===== src/rtl/uart_rx_param.sv =====
// uart_rx_param -- parametrised UART receiver
//
// Receives asynchronous serial frames (start, DATA_WIDTH data bits LSB first,
// optional parity, one or two stop bits) on rx_in. Each bit is resolved by a
// 3-sample majority vote around the bit centre. A start bit whose vote comes
// out high is treated as a glitch and ignored. Completed words go into a
// one-entry holding register and are offered on a valid/ready handshake.
//
// Parameters:
//   DATA_WIDTH  data bits per frame (5..9)
//   PRESCALE_W  width of the prescale port / oversampling counter
//
// Ports:
//   clk, rst      system clock, synchronous active-high reset
//   rx_in         serial line (asynchronous, idles high)
//   par_en        parity bit present
//   par_typ       0 = even, 1 = odd parity
//   stop2         two stop bits
//   prescale      clocks per bit (>= 4), latched at each start edge
//   p_data        received word
//   par_err       parity mismatch for the word in p_data
//   stp_err       a sampled stop bit was 0 for the word in p_data
//   data_valid    p_data and flags are valid
//   data_ready    consumer accepts when data_valid && data_ready
//   overrun       one-cycle pulse: a completed frame was dropped
//   break_det     (UART_RX_BREAK_DET_EN only) one-cycle pulse on a break frame
//
// Optional feature macro: UART_RX_BREAK_DET_EN

module uart_rx_param #(
  parameter int DATA_WIDTH = 8,
  parameter int PRESCALE_W = 6
) (
  input  logic                  clk,
  input  logic                  rst,
  input  logic                  rx_in,
  input  logic                  par_en,
  input  logic                  par_typ,
  input  logic                  stop2,
  input  logic [PRESCALE_W-1:0] prescale,
  output logic [DATA_WIDTH-1:0] p_data,
  output logic                  par_err,
  output logic                  stp_err,
  output logic                  data_valid,
  input  logic                  data_ready,
  output logic                  overrun
`ifdef UART_RX_BREAK_DET_EN
  ,
  output logic                  break_det
`endif
);

  localparam int BCNT_W = $clog2(DATA_WIDTH);
  localparam logic [BCNT_W-1:0] LAST_BIT = BCNT_W'(DATA_WIDTH - 1);

  typedef enum logic [2:0] {
    IDLE,
    START,
    DATA,
    PARITY,
    STOP,
    STOP2
`ifdef UART_RX_BREAK_DET_EN
    ,
    BRK
`endif
  } state_t;

  // Synchroniser
  logic sync1_q;
  logic rx_s;

  // FSM
  state_t state_q;
  state_t state_d;

  // Frame configuration latched at the start edge
  logic [PRESCALE_W-1:0] p_q;
  logic                  par_en_q;
  logic                  par_typ_q;
  logic                  stop2_q;

  // Counters and sample points
  logic [PRESCALE_W-1:0] scnt_q;
  logic [BCNT_W-1:0]     bcnt_q;
  logic [PRESCALE_W-1:0] mid;
  logic [PRESCALE_W-1:0] mid_m1;
  logic [PRESCALE_W-1:0] mid_p1;
  logic [PRESCALE_W-1:0] last;
  logic                  at_a;
  logic                  at_b;
  logic                  at_smp;
  logic                  at_end;

  // Samples and frame contents
  logic                  smp_a_q;
  logic                  smp_b_q;
  logic                  maj;
  logic [DATA_WIDTH-1:0] data_q;
  logic                  par_bit_q;
  logic                  stp_bad_q;

  // Completion strobes
  logic                  done;
  logic                  done_par_err;
  logic                  done_stp_err;
`ifdef UART_RX_BREAK_DET_EN
  logic                  brk;
`endif

  // ---------------------------------------------------------------------
  // Two-flop synchroniser, reset to the idle level
  // ---------------------------------------------------------------------
  always_ff @(posedge clk) begin
    if (rst) begin
      sync1_q <= 1'b1;
      rx_s    <= 1'b1;
    end else begin
      sync1_q <= rx_in;
      rx_s    <= sync1_q;
    end
  end

  // ---------------------------------------------------------------------
  // Sample-point decode
  // ---------------------------------------------------------------------
  always_comb begin
    mid    = p_q >> 1;
    mid_m1 = mid - PRESCALE_W'(1);
    mid_p1 = mid + PRESCALE_W'(1);
    last   = p_q - PRESCALE_W'(1);
    at_a   = (scnt_q == mid_m1);
    at_b   = (scnt_q == mid);
    at_smp = (scnt_q == mid_p1);
    at_end = (scnt_q == last);
    // Third sample is the live rx_s at mid+1
    maj    = (smp_a_q & smp_b_q) | (smp_a_q & rx_s) | (smp_b_q & rx_s);
  end

  // Received parity against the parity computed over the data bits;
  // odd parity is the inverted XOR reduction.
  assign done_par_err = par_en_q & (par_bit_q != (par_typ_q ^ (^data_q)));

  // ---------------------------------------------------------------------
  // FSM state register
  // ---------------------------------------------------------------------
  always_ff @(posedge clk) begin
    if (rst) begin
      state_q <= IDLE;
    end else begin
      state_q <= state_d;
    end
  end

  // ---------------------------------------------------------------------
  // FSM next state and completion strobes
  // With prescale = 4, mid+1 coincides with the end of the bit, so the
  // sample decision is always evaluated before the end-of-bit transition.
  // ---------------------------------------------------------------------
  always_comb begin
    state_d      = state_q;
    done         = 1'b0;
    done_stp_err = 1'b0;
`ifdef UART_RX_BREAK_DET_EN
    brk          = 1'b0;
`endif
    case (state_q)
      IDLE: begin
        if (!rx_s) state_d = START;
      end
      START: begin
        if (at_smp && maj) state_d = IDLE;
        else if (at_end)   state_d = DATA;
      end
      DATA: begin
        if (at_end && (bcnt_q == LAST_BIT)) state_d = par_en_q ? PARITY : STOP;
      end
      PARITY: begin
        if (at_end) state_d = STOP;
      end
      STOP: begin
`ifdef UART_RX_BREAK_DET_EN
        if (at_smp && !maj && (data_q == '0) && !(par_en_q && par_bit_q)) begin
          brk     = 1'b1;
          state_d = BRK;
        end else
`endif
        if (at_smp && !stop2_q) begin
          done         = 1'b1;
          done_stp_err = ~maj;
          state_d      = IDLE;
        end else if (at_end && stop2_q) begin
          state_d = STOP2;
        end
      end
      STOP2: begin
        if (at_smp) begin
          done         = 1'b1;
          done_stp_err = stp_bad_q | ~maj;
          state_d      = IDLE;
        end
      end
`ifdef UART_RX_BREAK_DET_EN
      BRK: begin
        if (rx_s) state_d = IDLE;
      end
`endif
      default: state_d = IDLE;
    endcase
  end

  // ---------------------------------------------------------------------
  // Frame datapath: config latch, counters, samples, shift register.
  // scnt is preloaded to 1 in IDLE so the detection cycle counts as 0.
  // ---------------------------------------------------------------------
  always_ff @(posedge clk) begin
    if (rst) begin
      p_q       <= '0;
      par_en_q  <= 1'b0;
      par_typ_q <= 1'b0;
      stop2_q   <= 1'b0;
      scnt_q    <= '0;
      bcnt_q    <= '0;
      smp_a_q   <= 1'b1;
      smp_b_q   <= 1'b1;
      data_q    <= '0;
      par_bit_q <= 1'b0;
      stp_bad_q <= 1'b0;
    end else if (state_q == IDLE) begin
      scnt_q <= PRESCALE_W'(1);
      bcnt_q <= '0;
      if (!rx_s) begin
        p_q       <= prescale;
        par_en_q  <= par_en;
        par_typ_q <= par_typ;
        stop2_q   <= stop2;
        data_q    <= '0;
        par_bit_q <= 1'b0;
        stp_bad_q <= 1'b0;
      end
    end else begin
      scnt_q <= at_end ? '0 : scnt_q + PRESCALE_W'(1);
      if (at_a) smp_a_q <= rx_s;
      if (at_b) smp_b_q <= rx_s;
      if (state_q == DATA) begin
        if (at_smp) data_q[bcnt_q] <= maj;
        if (at_end) bcnt_q <= bcnt_q + BCNT_W'(1);
      end
      if ((state_q == PARITY) && at_smp) par_bit_q <= maj;
      if ((state_q == STOP) && at_smp)   stp_bad_q <= ~maj;
    end
  end

  // ---------------------------------------------------------------------
  // Holding register and handshake
  // ---------------------------------------------------------------------
  always_ff @(posedge clk) begin
    if (rst) begin
      p_data     <= '0;
      par_err    <= 1'b0;
      stp_err    <= 1'b0;
      data_valid <= 1'b0;
      overrun    <= 1'b0;
    end else begin
      overrun <= 1'b0;
      if (done) begin
        if (!data_valid || data_ready) begin
          p_data     <= data_q;
          par_err    <= done_par_err;
          stp_err    <= done_stp_err;
          data_valid <= 1'b1;
        end else begin
          overrun <= 1'b1;
        end
      end else if (data_valid && data_ready) begin
        data_valid <= 1'b0;
      end
    end
  end

`ifdef UART_RX_BREAK_DET_EN
  always_ff @(posedge clk) begin
    if (rst) begin
      break_det <= 1'b0;
    end else begin
      break_det <= brk;
    end
  end
`endif

endmodule


===== config.mk =====
export PLATFORM = sky130hd
export DESIGN_NAME = uart_rx_param
export DESIGN_NICKNAME = d
export VERILOG_FILES = /design/src/rtl/uart_rx_param.sv
export SDC_FILE = /design/constraint.sdc
export NUM_CORES = 1
export LEC_CHECK = 0
export ABC_CLOCK_PERIOD_IN_PS = 2900
export BUFFER_PORTS_ARGS = -buffer_cell sky130_fd_sc_hd__buf_2
export CORE_MARGIN = 1
export CORE_UTILIZATION = 55
export CTS_BUF_LIST = sky130_fd_sc_hd__clkbuf_4 sky130_fd_sc_hd__clkbuf_8
export CTS_CLUSTER_DIAMETER = 120
export CTS_CLUSTER_SIZE = 16
export DETAILED_ROUTE_END_ITERATION = 10
export GPL_TIMING_DRIVEN = 1
export PLACE_DENSITY = 0.83
export SYNTH_ARGS = -nofsm -noshare
export SYNTH_HDL_FRONTEND = slang
export SYNTH_SLANG_ARGS = --single-unit

===== constraint.sdc =====
create_clock -name clk -period 2.9 [get_ports clk]
set_input_delay 0.29 -clock clk [delete_from_list [all_inputs] [get_ports clk]]
set_output_delay 0.29 -clock clk [all_outputs]
set_load 0.01 [all_outputs]

== After elaboration in Yosys (flattened, before gate mapping) ==
Index checks and enable logic that the tools add are counted.

* Input port bits: 13
* Register bits after elaboration: 47
* Output and inout bits: 12

* Reductions and logical operators: 31
* Mux-type cells: 34
* Bitwise gates (word level): 12
* Magnitude comparators: 2
* Eq/ne operators: 18
* Add/sub/neg operators: 5

{| class="wikitable"
|+ Operators with widths
! operator !! count
|-
| $mux 8 || 4
|-
| $mux 3 || 9
|-
| $eq 6x6->1 || 3
|-
| $pmux 3 s6 || 1
|-
| $mux 1 || 16
|-
| $reduce_and 2->1 || 8
|-
| $reduce_bool 2->1 || 5
|-
| $eq 3x3->1 const B || 3
|-
| $bwmux 8 || 1
|-
| $logic_and 1x1->1 || 8
|-
| $ne 2x2->1 const B || 4
|-
| $reduce_xor 8->1 || 1
|-
| $add 5x1->6 const B || 1
|-
| $add 6x1->6 const B || 1
|-
| $eq 3x2->1 const B || 2
|-
| $eq 6x5->1 || 1
|-
| $ne 3x3->1 const B || 2
|-
| $reduce_and 6->1 || 1
|-
| $sub 5x1->6 const B || 1
|-
| $sub 6x1->6 const B || 1
|-
| $and 1x1->1 || 4
|-
| $lt 3x4->1 const B || 1
|-
| $not 1->1 || 4
|-
| $pmux 1 s2 || 2
|-
| 14 further kinds || 18
|}

== Longest topological paths before layout ==
Gate-level depths: netlist of run 1.

* Depth after elaboration: 8
* Mapped depth: 10
* Mapped depth without buffers: 8

== Worst setup path before layout of run 1 ==
OpenSTA, ideal clock, no wires.

* Kind: register -> register
* Start: register p_q[1]
* End: register p_data[7]
* Data required time: 2.771 ns
* Setup time: 0.129 ns
* Arrival: 2.140 ns
* Stages on the path, launching flop included: 10
* Setup slack: 0.631 ns
* Cells stage by stage: dfxtp_1 -> inv_1 -> ha_1 -> xnor2_1 -> nor2b_1 -> nand4_4 -> nor4b_4 -> buf_6 -> mux2i_1 -> nor2_1

* Word-level cells in the longest chain between the ends: 6

{| class="wikitable"
|+ Ends and longest elaborated chain
! element !! RTL line !! RTL
|-
| start, declared || 78 || <nowiki>logic [PRESCALE_W-1:0] p_q;</nowiki>
|-
| start signal, assigned || 233 || <nowiki>p_q <= prescale;</nowiki>
|-
| $add 5x1->6 (*) || 130 || <nowiki>mid_p1 = mid + PRESCALE_W'(1);</nowiki>
|-
| $eq 6x6->1 (*) || 134 || <nowiki>at_smp = (scnt_q == mid_p1);</nowiki>
|-
| $logic_and 1x1->1 || 188 || <nowiki>if (at_smp && !stop2_q) begin</nowiki>
|-
| $mux 1 || 188 ||
|-
| $pmux 1 s2 (*) || 167 || <nowiki>case (state_q)</nowiki>
|-
| $reduce_and 2->1 (no source line) (*) || -- ||
|-
| end signal, assigned || 268 || <nowiki>p_data <= data_q;</nowiki>
|-
| end, declared || 41 || <nowiki>output logic [DATA_WIDTH-1:0] p_data,</nowiki>
|}

Mark *: on every way between the ends. The rest lies on a longest branch, timed or not.
A chain may end at the register's enable or synchronous reset.

== Worst setup path in the final report of run 1 ==
* Start: register p_q[2]
* End: register stp_err

* Word-level cells in the longest chain between the ends: 6

{| class="wikitable"
|+ Ends and longest elaborated chain
! element !! RTL line !! RTL
|-
| $add 5x1->6 (*) || 130 ||
|-
| $eq 6x6->1 (*) || 134 ||
|-
| $logic_and 1x1->1 || 188 ||
|-
| $mux 1 || 188 ||
|-
| $pmux 1 s2 || 167 ||
|-
| $reduce_and 2->1 (no source line) || -- ||
|-
| end signal, assigned || 270 || <nowiki>stp_err <= done_stp_err;</nowiki>
|-
| end, declared || 43 || <nowiki>output logic stp_err,</nowiki>
|}

Marked as above.

==> results of run 1 <==
==> sequential cells by signal, indices dropped and copies added, names as in the netlist, 3 cells and up <==
| name | count |
|---|---|
| p_q | 6 |
| p_data | 8 |
| bcnt_q | 3 |
| scnt_q | 6 |
| data_q | 8 |
| state_q | 3 |
==> power by group through the flow <==
stage | clock [uW] | combinational [uW] | sequential, uW
final | 424 | 522 | 755
after global routing | 455 | 577 | 763
after CTS | 429 | 518 | 752
after detailed placement | 0 | 516 | 768
after global placement | 0 | 506 | 765
after floorplan | 0 | 464 | 721
==> routing by layer <==
layer / GRT usage / vias to the layer above / routed length (um)
met5: 0 / - / 0
met4: 0.0588 / 0 / 72
met3: 0.0458 / 8 / 200
met2: 0.341 / 59 / 2460
met1: 0.286 / 1014 / 2590
li1: - / 1106 / -
==> through the flow <==
stage / std cells / util
global route: 393 / 0.620
global placement: 385 / 0.599
floorplan: 312 / -
finish: 393 / 0.620
CTS: 393 / 0.620
detailed placement: 385 / 0.599
==> worst max-delay path, stage by stage, from the launching register on <==
cell	delay, ps
dfxtp_1	520
inv_1	110
ha_1	300
xnor2_1	200
nor2b_1	250
nand4_4	210
nor4b_4	310
buf_4	260
nor2_1	60
a311oi_1	260
==> final timing paths <==
| kind | end | slack, ps |
|---|---|---|
| setup reg to reg | stp_err$_SDFFE_PP0P_ | 340 |
| hold reg to reg | rx_s$_SDFF_PP1_ | 430 |
| setup / recovery | stp_err$_SDFFE_PP0P_ | 340 |
| hold / removal | sync1_q$_SDFF_PP1_ | 170 |
==> area by class of cell <==
cell class                 instances  area [um^2]  area share
multi-input combinational        238         1660       0.564
sequential                        47          941       0.319
timing repair buffer              26          135      0.0458
tap                               67         83.8      0.0284
clock buffer                       6         82.6      0.0280
inverter                           7         26.3     0.00891
clock inverter                     2         16.3     0.00552
==> cell families (layout without fill, tap and decap cells) <==
kind of cell    after synthesis  count (layout)  synth area share
simple gates                126             126             0.262
xor+xnor                     32              32             0.108
flops                        47              47             0.344
buf+inv                      27              41            0.0480
fa+ha+maj                     8               8            0.0357
compound gates               56              56             0.143
mux                          16              16            0.0594
==> placed cells by master (no fill, tap or decap), types with 3 or more instances in the layout <==
| master | netlist | routed |
|---|---|---|
| inv_1 | 7 | 7 |
| nand3_1 | 7 | 7 |
| ha_1 | 7 | 7 |
| or3_1 | 4 | 4 |
| nor2_1 | 30 | 30 |
| nand2b_1 | 10 | 10 |
| nand4b_1 | 3 | 3 |
| nor3_1 | 8 | 8 |
| a21oi_1 | 13 | 13 |
| o21ai_1 | 5 | 5 |
| nor4_1 | 3 | 3 |
| xnor2_1 | 22 | 22 |
| nor3_2 | 3 | 3 |
| nor2b_1 | 14 | 14 |
| xor2_1 | 8 | 8 |
| dfxtp_1 | 47 | 47 |
| nand2_1 | 27 | 27 |
| mux2i_1 | 14 | 14 |
| clkbuf_8 | 0 | 6 |
| a31oi_1 | 5 | 5 |
| buf_2 | 0 | 24 |
| o21ai_0 | 11 | 11 |
==> results.md, run 1 <==
- Status: finished clean
- Die Ht: 72.5 um
- Critical path arrival: 2770 ps
- First-pass GRT wire length: 8.75 mm
- Final WL: 5.32 mm
- Slew Limit Fails: 0
- Antenna viol nets, final: 0
- Clock Path Buffers: 2
- Internal Pwr Total: 1100 uW
- RSZ-0062 raised after global routing: false
- Clock share of power: 0.249
- Vias: 2187
- Worst hold stages: 2
- Sw Share: 0.351
- Buffers on Ports: 24
- Synth Warn #: 0
- Number of synthesized flops with an enable pin: 0
- Hold Startpoint: rx_in
- Post-CTS setup buffers: 0
- Placed Area: 0.00285 mm^2
- Least-Margin Pin Slew: 878 ps
- Hold Violations, Final: 0
- Largest area contributor in the netlist: dfxtp_1
- Worst-skew pair later-pin latency: 300 ps
- TritonCTS Buffers: 5
- Die footprint: 0.00526 mm^2
- Fin worst setup slack: 337 ps
- Mapped Nets: 332
- Post-CTS sizing: 0
- CTS H-Tree Depth: 2
- CTS tree: built
- Combinational share of power: 0.307
- F_max: 390 MHz
- Top-count cell post-synth: dfxtp_1
- Gpl congestion: 0.873
- Number of fill cells in the layout: 414
- Largest net degree at the start of global routing: 48
- Seq cells post-synth: 47
- # IOs: 25
- Critical-path maximum fanout: 12
- Placement Rows: 25
- Clk sinks: 47
- Power share of the sequential group: 0.444
- Initial DRC Count: 141
- Grt ovf: 0
- WL per Instance: 13.5 um
- CP startpoint: p_q[2]$_SDFFE_PP0P_
- Pwr Total: 1700 uW
- Fin area: 0.00295 mm^2
- Fin crit period: 2560 ps
- Hold WC Path Type: in -> reg
- Syn avg cell area: 8.77 um^2
- Worst hold slack: 173 ps
- Post-synth top area share: 0.344
- Vias per Instance: 5.56
- Worst slack at placement: 336 ps
- Hold Buf Count CTS: 0
- Number of global-route vias before repair: 1882
- Critical path endpoint category: register
- Cells after Synth: 312
- Number of distinct library cells after synthesis: 60
- TNS Setup: 0 ps
- Die Wd: 72.5 um
- # setup viols final: 0
- Max-slew headroom: 0.410
- Number of nets in the layout: 345
- Floorplan Core Area: 0.00475 mm^2
- Pre-antenna DRT Iters: 4
- Top cells by count, synth: dfxtp_1 (47), nor2_1 (30), nand2_1 (27), xnor2_1 (22)
- Ys async rst share: 0
- ANT cells: 0
- Max-cap violation count: 0
- Clk root buf: clkbuf_8
- Post-Route Skew: 11.0 ps
- Total track usage: 0.212
- P_sw: 598 uW
- Reg2reg path depth: 9
- Required @ worst endpoint: 3110 ps
- Top_reg_cell synth: dfxtp_1
- Initial Utilization: 0.576
- Worst R2R Start: p_q[2]$_SDFFE_PP0P_
- DP HPWL: 3.72 mm
- Top cells by area, synth: dfxtp_1 (34%), xnor2_1 (7.0%), mux2i_1 (5.1%)
- Share of layout cells above drive strength 1: 0.172
- Pwr dens: 577 mW/mm^2
- Antenna violations before repair: 0
- Drc violations: 0
- Area delta synth->final: 7.77%
- CP Class: reg -> reg
- Leakage power: 0.00108 uW
- Worst vdd ir: 0.000213 V
- Synth Cell Area: 0.00274 mm^2
- Crit share post-route: 0.884
- Sequential cell area fraction in the yosys report: 0.344
- Clock Pin Slew Worst Setup and Hold Paths: 90 ps
- Crit path launch type: register
Power figures use the tool's default switching activity.
==> run 2: changes to the inputs <==
CORE_MARGIN = default   (was 1)
CORE_UTILIZATION = 25   (was 55)
PLACE_DENSITY = 0.48   (was 0.83)
SLEW_MARGIN = 20   (was default)
==> run 2 against run 1 <==
Net effect:
- die area increased by 120%
- largest cell class unchanged
- utilization shrank 33 points
- maximum frequency grew 1.0%
- highest routed layer unchanged
- critical path depth did not move
- sequential share of layout area decreased by 0.88 points
- via count is 1.9% lower
- worst setup slack gained 25 ps
- clock power shrank 6.6%
- routed wire length grew 9.8%
- combinational power is 3% higher
==> results.md, run 2 (synthesis gave the netlist of run 1 again) <==
- Reg-to-reg slack, setup: 360 ps (+30 ps)
- Buffers on Ports: 24 (unchanged)
- Reg2reg path depth: 9 (unchanged)
- M2 GR Usage: 0.176 (-0.165)
- Commonest non-fill, non-tap cell in the layout: dfxtp_1
- DP HPWL: 4.19 mm (+12%)
- Die footprint: 0.0114 mm^2 (+120%)
- Commonest non-fill, non-tap cells in the layout: dfxtp_1 (47), nor2_1 (30), nand2_1 (27)
- CTS tree: built
- Initial Utilization: 0.262 (-0.314)
- Post-CTS setup buffers: 0 (unchanged)
- Vias: 2146 (-1.9%)
- Multi-input gate area: 0.00166 mm^2 (unchanged)
- Number of fill cells in the layout: 1159 (+180%)
- Non-filler cells, final: 463 (+18%)
- Initial DRC Count: 109 (-23%)
- Post-CTS sizing: 0 (unchanged)
- TNS Setup: 0 ps (unchanged)
- Pwr dens: 556 mW/mm^2 (-3.5%)
- Floorplan Core Area: 0.0105 mm^2 (+120%)
- Critical path arrival: 2690 ps (-80 ps)
- Total track usage: 0.108 (-0.104)
- Leakage power: 0.00108 uW (-0.18%)
- Worst R2R Start: p_q[2]$_SDFFE_PP0P_
- Antenna viol nets, final: 0 (unchanged)
- Hold Violations, Final: 0 (unchanged)
- Hold-critical path endpoint: sync1_q$_SDFF_PP1_
- Pre-antenna DRT Iters: 4 (unchanged)
- Hold Startpoint: rx_in
- Bufs and invs on worst path: 2 (unchanged)
- Worst hold stages: 2 (unchanged)
- WL per Instance: 12.6 um (-6.8%)
- Share of layout cells above drive strength 1: 0.174 (+0.00253)
- CTS H-Tree Depth: 2 (unchanged)
- TritonCTS Buffers: 5 (unchanged)
- Crit path launch type: register
- Worst-skew pair later-pin latency: 300 ps (about the same)
- Clock Pin Slew Worst Setup and Hold Paths: 90 ps (about the same)
- Required @ worst endpoint: 3060 ps (-50 ps)
- Number of nets in the layout: 346 (+0.29%)
- Top Registers: data_q: 8 flops, p_data: 8 flops
- Worst vdd ir: 0.000193 V (-9.5%)
- Slowest CP cell: dfxtp_1
- Clock Path Buffers: 2 (unchanged)
- Die Wd: 107 um (+47%)
- Clk root buf: clkbuf_8
- GR peak layer: met2
- Placement Rows: 37 (+48%)
- P_sw: 609 uW (+1.9%)
- R2R Path End: p_data[6]$_SDFFE_PP0P_
- First-pass GRT wire length: 9.99 mm (+14%)
- Vias per Instance: 4.63 (-17%)
- Dpl cells: 455 (+18%)
- Gpl congestion: 0.782 (-10%)
- Least-Margin Pin Slew: 870 ps (-8.16 ps)
- # IOs: 25 (unchanged)
- Final WL: 5.84 mm (+9.8%)
- Max stage delay on crit path: 510 ps (about the same)
- ANT cells: 0 (unchanged)
- RSZ-0062 raised after global routing: false
- Sw Share: 0.361 (+0.00956)
- Combinational share of power: 0.318 (+0.011)
- # setup viols final: 0 (unchanged)
- Internal Pwr Total: 1080 uW (-2.2%)
- Status: finished clean
- Power share of the sequential group: 0.447 (+0.003)
- Area delta synth->final: 10.8%
- Met3 Use GR: 0.0158 (-0.0300)
- Antenna violations before repair: 0 (unchanged)
- Met1 Usage GRT: 0.146 (-0.139)
- Fin crit period: 2540 ps (-25.3 ps)
- Max-cap violation count: 0 (unchanged)
- Cell breakdown of the critical path: inv_1 > ha_1 > xnor2_1 > nor2b_1 > nand4_4 > nor4b_4 > buf_4 > mux2i_1 > nor2_1
- Post-Route Skew: 13.6 ps (+2.62 ps)
- Hold Buf Count CTS: 0 (unchanged)
- Hold WC Path Type: in -> reg
- Largest net degree at the start of global routing: 48 (unchanged)
- Seq. cell area: 941 um^2 (unchanged)
- F_max: 394 MHz (+1.0%)
- Drc violations: 0 (unchanged)
- Critical-path maximum fanout: 12 (unchanged)
- Slew Limit Fails: 0 (unchanged)
- Critical path endpoint category: register
- Clock share of power: 0.234 (-0.015)
- Grt ovf: 0 (unchanged)
- Number of global-route vias before repair: 2066 (+9.8%)
- Max-slew headroom: 0.420 (+0.0103)
- Clk sinks: 47 (unchanged)
- Critical path's top delay family: simple AND/OR/NAND/NOR gates
- CP Class: reg -> reg
- Crit share post-route: 0.875 (-0.00873)
- Die Ht: 107 um (+47%)
## run 2: changes by cell type in the layout (fill, tap and decap cells not counted), sizes merged
cell / delta
buf: +1
clkbuf: -1
clkinvlp: +1
## run 2: metal layers
layer	vias up	routed length, um
li1	1108	-
met1	1000	3080
met2	32	2540
met3	6	139
met4	0	77
met5	-	0
## run 2: worst max path at each step
stage,start,end,slack (ps),cells past startpoint
after global routing,p_q[2]$_SDFFE_PP0P_,p_data[5]$_SDFFE_PP0P_,100,9
after detailed placement,p_q[2]$_SDFFE_PP0P_,p_data[6]$_SDFFE_PP0P_,340,9
after global placement,p_q[2]$_SDFFE_PP0P_,p_data[0]$_SDFFE_PP0P_,410,9
after CTS,p_q[2]$_SDFFE_PP0P_,p_data[6]$_SDFFE_PP0P_,340,9
after floorplan,p_q[1]$_SDFFE_PP0P_,p_data[7]$_SDFFE_PP0P_,630,9
final,p_q[2]$_SDFFE_PP0P_,p_data[6]$_SDFFE_PP0P_,360,9
## run 2: final cells by class
| cell class | instances | share of cell area |
|---|---|---|
| multi-input cells | 238 | 0.549 |
| flip-flops and latches | 47 | 0.310 |
| well taps | 136 | 0.0561 |
| repair buffers | 27 | 0.0470 |
| clock buffers | 5 | 0.0227 |
| inverters | 7 | 0.00866 |
| clock inverters | 3 | 0.00660 |
## run 2: power groups by stage
stage	Combinational (uW)	Clock, uW	Sequential [uW]
CTS	539	424	755
finish	537	396	755
detailed placement	537	0	770
floorplan	464	0	721
global placement	530	0	771
global route	600	441	764
## run 2: worst register-to-register path: stages (launching register included)
cell and delay [ps]:
dfxtp_1 510, inv_1 110, ha_1 290, xnor2_1 210, nor2b_1 240, nand4_4 210, nor4b_4 310, buf_4 260
mux2i_1 210, nor2_1 50
## run 2: through the flow
stage	area [um^2]	total power (uW)	worst slack, ps	utilization	hold WS (ps)
after CTS	3030	1720	345	0.290	183
after global placement	2940	1300	412	0.281	393
after detailed placement	2940	1310	344	0.281	395
after global routing	3030	1800	97.1	0.290	186
after floorplan	2740	1190	631	-	389
final	3030	1690	363	0.290	194
